===== config.mk =====
export PLATFORM = sky130hd
export DESIGN_NAME = writeback_retire_unit
export DESIGN_NICKNAME = d
export VERILOG_FILES = /design/src/rtl/wb_pkg.sv /design/src/rtl/retire_fifo.sv /design/src/rtl/writeback_retire_unit.sv
export SDC_FILE = /design/constraint.sdc
export NUM_CORES = 1
export LEC_CHECK = 0
export ABC_CLOCK_PERIOD_IN_PS = 2900
export BUFFER_PORTS_ARGS = -buffer_cell sky130_fd_sc_hd__buf_2
export CORE_MARGIN = 2
export CORE_UTILIZATION = 52
export CTS_CLUSTER_DIAMETER = 100
export DETAILED_ROUTE_END_ITERATION = 8
export PLACE_DENSITY = 0.78
export SYNTH_ARGS = -nofsm -noshare
export SYNTH_HDL_FRONTEND = slang
export SYNTH_SLANG_ARGS = --single-unit

===== constraint.sdc =====
create_clock -name clk -period 2.9 [get_ports clk]
set_input_delay 0.58 -clock clk [delete_from_list [all_inputs] [get_ports clk]]
set_output_delay 0.58 -clock clk [all_outputs]
set_load 0.05 [all_outputs]

===== src/rtl/wb_pkg.sv =====
// Shared types for the writeback/retire unit: result-source encoding and the
// queued register-file write entry.
package wb_pkg;

  localparam int WB_DATA_W = 18;
  localparam int WB_REG_AW = 4;

  typedef enum logic [1:0] {
    SRC_ALU = 2'b00,
    SRC_MEM = 2'b01,
    SRC_PC4 = 2'b10
  } result_src_e;

  typedef struct packed {
    logic [WB_REG_AW-1:0] addr;
    logic [WB_DATA_W-1:0] data;
  } wb_entry_t;

endpackage


===== src/rtl/retire_fifo.sv =====
// Circular retire queue of pending RF writes; all slots are exposed so the
// parent can run an age-ordered forwarding search.
module retire_fifo
  import wb_pkg::*;
#(
  parameter  int DEPTH = 4,
  localparam int PW    = $clog2(DEPTH),
  localparam int CW    = PW + 1
) (
  input  logic                  clk,
  input  logic                  rst,
  input  logic                  push,
  input  wb_entry_t             push_entry,
  input  logic                  pop,
  output wb_entry_t             head,
  output logic                  full,
  output logic                  empty,
  output logic [CW-1:0]         count,
  output logic [PW-1:0]         rd_ptr,
  output wb_entry_t [DEPTH-1:0] entries
);

  wb_entry_t [DEPTH-1:0] mem;
  logic [PW-1:0]         wr_ptr;
  logic                  do_push;
  logic                  do_pop;

  assign full    = (count == CW'(DEPTH));
  assign empty   = (count == '0);
  assign do_push = push && !full;
  assign do_pop  = pop && !empty;
  assign head    = mem[rd_ptr];
  assign entries = mem;

  // NOTE: storage is deliberately not reset; slots are only meaningful below
  // count, so clearing them would only add reset fan-out.
  always_ff @(posedge clk) begin
    if (do_push) mem[wr_ptr] <= push_entry;
  end

  // NOTE: sequential state uses non-blocking assignments so every register
  // samples pre-edge values regardless of statement order.
  always_ff @(posedge clk) begin
    if (!rst) begin
      wr_ptr <= '0;
      rd_ptr <= '0;
      count  <= '0;
    end else begin
      if (do_push) wr_ptr <= wr_ptr + PW'(1);
      if (do_pop)  rd_ptr <= rd_ptr + PW'(1);
      case ({do_push, do_pop})
        2'b10:   count <= count + CW'(1);
        2'b01:   count <= count - CW'(1);
        default: count <= count;
      endcase
    end
  end

endmodule


===== src/rtl/writeback_retire_unit.sv =====
// W-stage result select plus a retire queue that decouples the pipe from a
// busy RF write port. Entry field widths come from wb_pkg.
module writeback_retire_unit
  import wb_pkg::*;
#(
  parameter  int DATA_W   = WB_DATA_W,
  parameter  int REG_AW   = WB_REG_AW,
  parameter  int DEPTH    = 4,
  parameter  int LINK_REG = 15,
  parameter  int ZERO_REG = 1,
  localparam int PW       = $clog2(DEPTH),
  localparam int CW       = PW + 1
) (
  input  logic              clk,
  input  logic              rst,
  input  logic              ValidW,
  output logic              ReadyW,
  input  logic              RegWriteW,
  input  logic              BranchLinkW,
  input  logic [1:0]        ResultSrcW,
  input  logic [REG_AW-1:0] RdW,
  input  logic [DATA_W-1:0] ALU_ResultW,
  input  logic [DATA_W-1:0] ReadDataW,
  input  logic [DATA_W-1:0] PCPlus4W,
  output logic [DATA_W-1:0] ResultW,
  input  logic              rf_ready,
  output logic              rf_we,
  output logic [REG_AW-1:0] rf_waddr,
  output logic [DATA_W-1:0] rf_wdata,
  input  logic [REG_AW-1:0] fwd_addr_a,
  input  logic [REG_AW-1:0] fwd_addr_b,
  output logic              fwd_hit_a,
  output logic              fwd_hit_b,
  output logic [DATA_W-1:0] fwd_data_a,
  output logic [DATA_W-1:0] fwd_data_b,
  output logic [CW-1:0]     q_count,
  output logic              overflow_err
);

  logic [DATA_W-1:0]     sel_data;
  logic [REG_AW-1:0]     sel_addr;
  logic                  accept;
  logic                  cand;
  logic                  bypass;
  logic                  push;
  logic                  pop;
  logic                  full;
  logic                  empty;
  logic [PW-1:0]         rd_ptr;
  wb_entry_t             head;
  wb_entry_t             cand_entry;
  wb_entry_t [DEPTH-1:0] entries;
  logic [DATA_W:0]       fwd_a;
  logic [DATA_W:0]       fwd_b;

  // NOTE: every combinational output gets a default first, so no path can
  // leave a variable unassigned and infer a latch.
  always_comb begin
    sel_data = ALU_ResultW;
    sel_addr = RdW;
    if (BranchLinkW) begin
      sel_data = PCPlus4W;
      sel_addr = REG_AW'(LINK_REG);
    end else begin
      case (result_src_e'(ResultSrcW))
        SRC_MEM: sel_data = ReadDataW;
        SRC_PC4: sel_data = PCPlus4W;
        default: sel_data = ALU_ResultW;
      endcase
    end
  end

  assign ResultW    = ValidW ? sel_data : '0;
  assign ReadyW     = !full;
  assign accept     = ValidW && ReadyW;
  assign cand       = accept && (RegWriteW || BranchLinkW) &&
                      !((ZERO_REG != 0) && (sel_addr == '0));
  assign cand_entry = '{addr: sel_addr, data: sel_data};

  // The queue may only be skipped when nothing older is waiting.
  assign pop    = !empty && rf_ready;
  assign bypass = empty && rf_ready && cand;
  assign push   = cand && !bypass;

  assign rf_we    = pop || bypass;
  assign rf_waddr = pop ? head.addr : (bypass ? sel_addr : '0);
  assign rf_wdata = pop ? head.data : (bypass ? sel_data : '0);

  always_ff @(posedge clk) begin
    if (!rst)                overflow_err <= 1'b0;
    else if (ValidW && full) overflow_err <= 1'b1;
  end

  retire_fifo #(.DEPTH(DEPTH)) u_fifo (
    .clk        (clk),
    .rst        (rst),
    .push       (push),
    .push_entry (cand_entry),
    .pop        (pop),
    .head       (head),
    .full       (full),
    .empty      (empty),
    .count      (q_count),
    .rd_ptr     (rd_ptr),
    .entries    (entries)
  );

  // Walks oldest to youngest so later matches overwrite earlier ones; the
  // in-flight candidate is youngest of all. Returns {hit, data}.
  function automatic logic [DATA_W:0] fwd_lookup(
    input logic [REG_AW-1:0]   a,
    input wb_entry_t [DEPTH-1:0] ents,
    input logic [PW-1:0]       rp,
    input logic [CW-1:0]       cnt,
    input logic                cv,
    input wb_entry_t           ce
  );
    logic              hit;
    logic [DATA_W-1:0] d;
    logic [PW-1:0]     idx;
    hit = 1'b0;
    d   = '0;
    for (int i = 0; i < DEPTH; i++) begin
      idx = rp + PW'(i);
      if ((CW'(i) < cnt) && (ents[idx].addr == a)) begin
        hit = 1'b1;
        d   = ents[idx].data;
      end
    end
    if (cv && (ce.addr == a)) begin
      hit = 1'b1;
      d   = ce.data;
    end
    return {hit, d};
  endfunction

  assign fwd_a      = fwd_lookup(fwd_addr_a, entries, rd_ptr, q_count, cand, cand_entry);
  assign fwd_b      = fwd_lookup(fwd_addr_b, entries, rd_ptr, q_count, cand, cand_entry);
  assign fwd_hit_a  = fwd_a[DATA_W];
  assign fwd_data_a = fwd_a[DATA_W-1:0];
  assign fwd_hit_b  = fwd_b[DATA_W];
  assign fwd_data_b = fwd_b[DATA_W-1:0];

endmodule

==> flow_metrics.tcl, run 1 <==
set metrics [dict create \
    status "stopped before the end" \
    haltStage "global routing" \
    firstError "[ERROR GRT-0232] Routing congestion too high. Check the congestion heatmap in the GUI." \
    numCtsBuffers 9 \
    synthesis.nets 889 \
    synth.most_common_cell "edfxtp_1" \
    synth_mux_area_share_pct 21.4 \
    yosysUniqueCellTypes 73 \
    cts.sinks 96 \
    post_synth_inst_count 804 \
    worst_path_end_type "top-level output" \
    synth_edf_count 88 \
    netlist_area_mm2 0.00846 \
    die_h_um 132 \
    ys_warn_count 0 \
    row_count 46 \
    synth_common_cells "88 x edfxtp_1, 79 x nor2_1, 40 x mux2i_1, 39 x nand2_1" \
    synthSimpleGateAreaFrac_pct 12.0 \
    cts-htree-levels 3 \
    grt-worst-endpoint "fwd_data_a[14]" \
    start_util_pct 53.3 \
    io_buffers 157 \
    cts_hold_buf 0 \
    grt_max_degree 43 \
    yosys-top-cells-area "edfxtp_1 31%, mux4_2 7.2%, mux2i_1 4.7%, mux4_1 4.0%, nor2_1 3.5%" \
    ys_seq_elements 96 \
    die_w_um 132 \
    synthAdderAreaFrac_pct 1.63 \
    io_pins 158 \
    syn-mean-instance-area_um2 10.5 \
    synth-xor-area-share_pct 3.92 \
    synth-compound-area-share_pct 21.3 \
    hpwl_mm 21.7 \
    synth_top_family_by_area "multiplexers" \
    async_flop_share_pct 0 \
    place_congestion 0.969 \
    cts_buffer_depth 2 \
    ys.flop_type "edfxtp_1" \
    grt_overflow 64 \
    synth_top_area_cell "edfxtp_1" \
    netlist.area_leader.share_pct 31.2 \
    seq_area_frac_synth_pct 33.1 \
    pre_cts_ws_ns -0.705 \
    grt_usage_pct 73.7 \
    place_inst 1319 \
    place_area_mm2 0.0118 \
    cts-root-buf "clkbuf_16" \
]
## kinds of logic after synthesis
kind of cell	after synthesis
AO/OA/AOI/OAI	231
flip-flops	96
buffers and inverters	112
XOR/XNOR	37
adder cells (fa/ha/maj)	11
AND/OR/NAND/NOR	206
multiplexers	111
## through the flow
step,setup TNS (ns),hold WS [ns]
CTS,-24.71,0.500
floorplan,-9.07,0.528
detailed placement,-18.04,0.473
global placement,-16.30,0.465
## metal layers
layer / GRT usage (%) / GRT overflow
met2: 92.1 / 33
met5: 9.94 / 0
met1: 76.0 / 0
met4: 72.5 / 29
met3: 55.0 / 2
## repair_timing
action	CTS
pin swaps	26
gates resized for setup	288
setup endpoints to repair	70
gates cloned	9
buffers inserted	36
==> run 2: changes to the inputs <==
--- a/config.mk
+++ b/config.mk
@@ -5,13 +5,12 @@
 export SDC_FILE = /design/constraint.sdc
 export NUM_CORES = 1
 export LEC_CHECK = 0
-export ABC_CLOCK_PERIOD_IN_PS = 2900
+export ABC_CLOCK_PERIOD_IN_PS = 3770
 export BUFFER_PORTS_ARGS = -buffer_cell sky130_fd_sc_hd__buf_2
 export CORE_MARGIN = 2
-export CORE_UTILIZATION = 52
-export CTS_CLUSTER_DIAMETER = 100
+export CORE_UTILIZATION = 40
 export DETAILED_ROUTE_END_ITERATION = 8
-export PLACE_DENSITY = 0.78
+export PLACE_DENSITY_LB_ADDON = 0.15
 export SYNTH_ARGS = -nofsm -noshare
 export SYNTH_HDL_FRONTEND = slang
 export SYNTH_SLANG_ARGS = --single-unit
==> constraint.sdc (replaced) <==
create_clock -name clk -period 3.77 [get_ports clk]
set_input_delay 0.754 -clock clk [delete_from_list [all_inputs] [get_ports clk]]
set_output_delay 0.754 -clock clk [all_outputs]
set_load 0.05 [all_outputs]
==> flow_metrics.tcl, run 2 <==
set metrics [dict create \
    status "complete, but fails checks" \
    violations "setup timing" \
    start_util_pct 40.5 \
    slew_headroom_pct 56.9 \
    finalSetupViolations 12 \
    netlist_area_mm2 0.00846 \
    hold_path_depth 2 \
    synth_top_area_cell "edfxtp_1" \
    avgRoutedWirePerCell_um 21.8 \
    post_drt_via_cell_ratio 5.98 \
    largest_register_ffs 88 \
    seq_area_frac_synth_pct 33.1 \
    io_pins 158 \
    drv_cap 0 \
    grt_pass1_vias 7250 \
    r2r_cells 11 \
    die_w_um 149 \
    numCtsBuffers 9 \
    drt_first_pass_iters 7 \
    wl_mm 28.1 \
    fin_cells 1286 \
    place_congestion 0.834 \
    cts-root-buf "clkbuf_16" \
    grt_pass1_wl_mm 41.4 \
    grt_antenna_before_repair 0 \
    synth_edf_count 88 \
    min_period_ns 3.83 \
    yosys-top-cells-area "edfxtp_1 31%, mux4_2 7.2%, mux2i_1 4.7%, mux4_1 4.0%, nor2_1 3.5%" \
    mostFrequentLayoutCells "127 x buf_2, 97 x buf_4, 88 x edfxtp_1, 79 x nor2_1, 40 x mux2i_1" \
    period_share_pct 102 \
    ys_warn_count 0 \
    hp-class "register to register" \
    vias 7696 \
    place_inst 1257 \
    rsz0062_at_grt "true" \
    power_density_mw_per_mm2 521 \
    fin_ws_ns -0.0593 \
    hold_path.startpoint "overflow_err$_SDFFE_PN0P_" \
    cts-htree-levels 3 \
    clock_latency_ns 0.35 \
    cts_buffer_depth 2 \
    n_antenna_cell 0 \
    synth_common_cells "88 x edfxtp_1, 79 x nor2_1, 40 x mux2i_1, 39 x nand2_1" \
    rr_startpoint "u_fifo.count[1]$_SDFFE_PN0P_" \
    grt_usage_pct 24.6 \
    fillCellCount 1887 \
    critical_path_class "register to primary output" \
    ir_worst_vdd_mv 0.345 \
    drtAntennaViolNets 0 \
    grt_overflow 0 \
    critPathLaunchType "register" \
    grt_max_degree 47 \
    io_buffers 157 \
    cts.sinks 96 \
    p_leak_nw 4.20 \
    tightest_slew_ns 0.647 \
    critPathArrivalTime_ns 3.08 \
    die_h_um 149 \
    ys_seq_elements 96 \
    timing.rr.end "u_fifo.count[2]$_SDFFE_PN0P_" \
    slew_violations 0 \
    dieArea_mm2 0.0223 \
    hold_end "overflow_err$_SDFFE_PN0P_" \
    drc 0 \
    path_clk_slew_ns 0.07 \
    netlist.area_leader.share_pct 31.2 \
    fmax_mhz 261 \
    hpwl_mm 20.2 \
    synth.most_common_cell "edfxtp_1" \
    nets 1092 \
    fin_skew_ns 0.00993 \
    yosysUniqueCellTypes 73 \
    crit_fanout 6 \
    finalHoldViolCount 0 \
    ys.flop_type "edfxtp_1" \
    cts_tree "yes" \
    core_area_mm2 0.0209 \
    crit_path_end_kind "primary output" \
    power_mw 5.69 \
    regToRegSetupSlack_ns 1.22 \
    final_common_cell "buf_2" \
    syn-mean-instance-area_um2 10.5 \
    area_delta_synth_final_pct 29.1 \
    fin_hold_ws_ns 0.497 \
    cp.required_ns 3.02 \
    async_flop_share_pct 0 \
    post_synth_inst_count 804 \
    synthesis.nets 889 \
    row_count 53 \
    drt_first_iter_violations 686 \
    drive_gt1_share_pct 40.9 \
]
-- run 2: cell counts after synthesis --
No cell type changed its count.
-- run 2: worst max path at each step --
stage                                   from             end  slack (ns)  depth (start not counted)
2_1_floorplan                  fwd_addr_a[2]  fwd_data_a[10]       -0.19                          9
3_3_place_gp                     BranchLinkW  fwd_data_b[16]       -0.19                          9
3_5_place_dp                     BranchLinkW  fwd_data_b[16]       -0.18                          9
4_1_cts        u_fifo.rd_ptr[1]$_SDFFE_PN0P_   fwd_data_a[7]       -0.06                          8
5_1_grt        u_fifo.rd_ptr[1]$_SDFFE_PN0P_   fwd_data_a[9]       -0.12                          8
6_report       u_fifo.rd_ptr[1]$_SDFFE_PN0P_   fwd_data_a[7]       -0.06                          8
-- run 2: per-layer routing --
layer | global-route usage (%) | wire [um] | up-vias
li1 | - | - | 3541
met1 | 34.4 | 12300 | 3753
met2 | 38.6 | 12700 | 358
met3 | 5.06 | 2550 | 44
met4 | 7.19 | 514 | 0
met5 | 0 | 0 | -
-- run 2: cells by family (layout without fill, tap and decap cells) --
logic type | count (synthesis) | count (layout) | synth area share (%)
simple gates | 206 | 207 | 12.0
flops | 96 | 96 | 33.1
fa+ha+maj | 11 | 11 | 1.63
mux | 111 | 111 | 21.4
xor+xnor | 37 | 37 | 3.92
compound gates | 231 | 231 | 21.3
buf+inv | 112 | 318 | 6.57
-- run 2: critical path, stage by stage, from the launching register on --
cell      delay [ns]
dfxtp_4         0.39
buf_12          0.12
mux4_2          0.54
xor2_1          0.19
or4_4           0.59
and3_4          0.25
buf_12          0.17
a221oi_4        0.27
buf_6           0.19
-- run 2: cell type report --
class | count | area (um2) | share of cell area [%]
Timing Repair Buffer | 267 | 1930 | 17.7
Sequential cell | 96 | 2810 | 25.7
Tap cell | 275 | 344 | 3.15
Clock inverter | 6 | 45.0 | 0.412
Clock buffer | 9 | 225 | 2.06
Inverter | 36 | 135 | 1.24
Multi-Input combinational cell | 597 | 5430 | 49.7
-- run 2: where the power goes --
part	switching [mW]	internal [mW]
clock	0.408	0.448
combinational	2.16	1.33
sequential	0.0655	1.28
total	2.63	3.06
-- run 2: repair_timing --
| item | 4_1_cts | 5_1_grt |
|---|---|---|
| gates cloned | 1 | 0 |
| gates resized for setup | 51 | 60 |
| hold endpoints to repair | 0 | 0 |
| pin swaps | 3 | 2 |
| endpoints found under the setup margin | 36 | 39 |
| setup buffers | 10 | 4 |
| hold buffers | 0 | 0 |
-- run 2: stage by stage --
| step | cell area [um2] | TNS (ns) | util, % | setup slack [ns] |
|---|---|---|---|---|
| 6_report | 10900 | -0.512 | 52.3 | -0.0593 |
| 5_1_grt | 10900 | -1.54 | 52.3 | -0.116 |
| 4_1_cts | 10600 | -0.492 | 51.0 | -0.0562 |
| 3_5_place_dp | 10100 | -0.177 | 48.3 | -0.177 |
| 3_3_place_gp | 10100 | -0.192 | 48.3 | -0.192 |
| 2_1_floorplan | 8550 | -2.73 | - | -0.194 |
No activity file was read; power rests on OpenSTA's default activity.
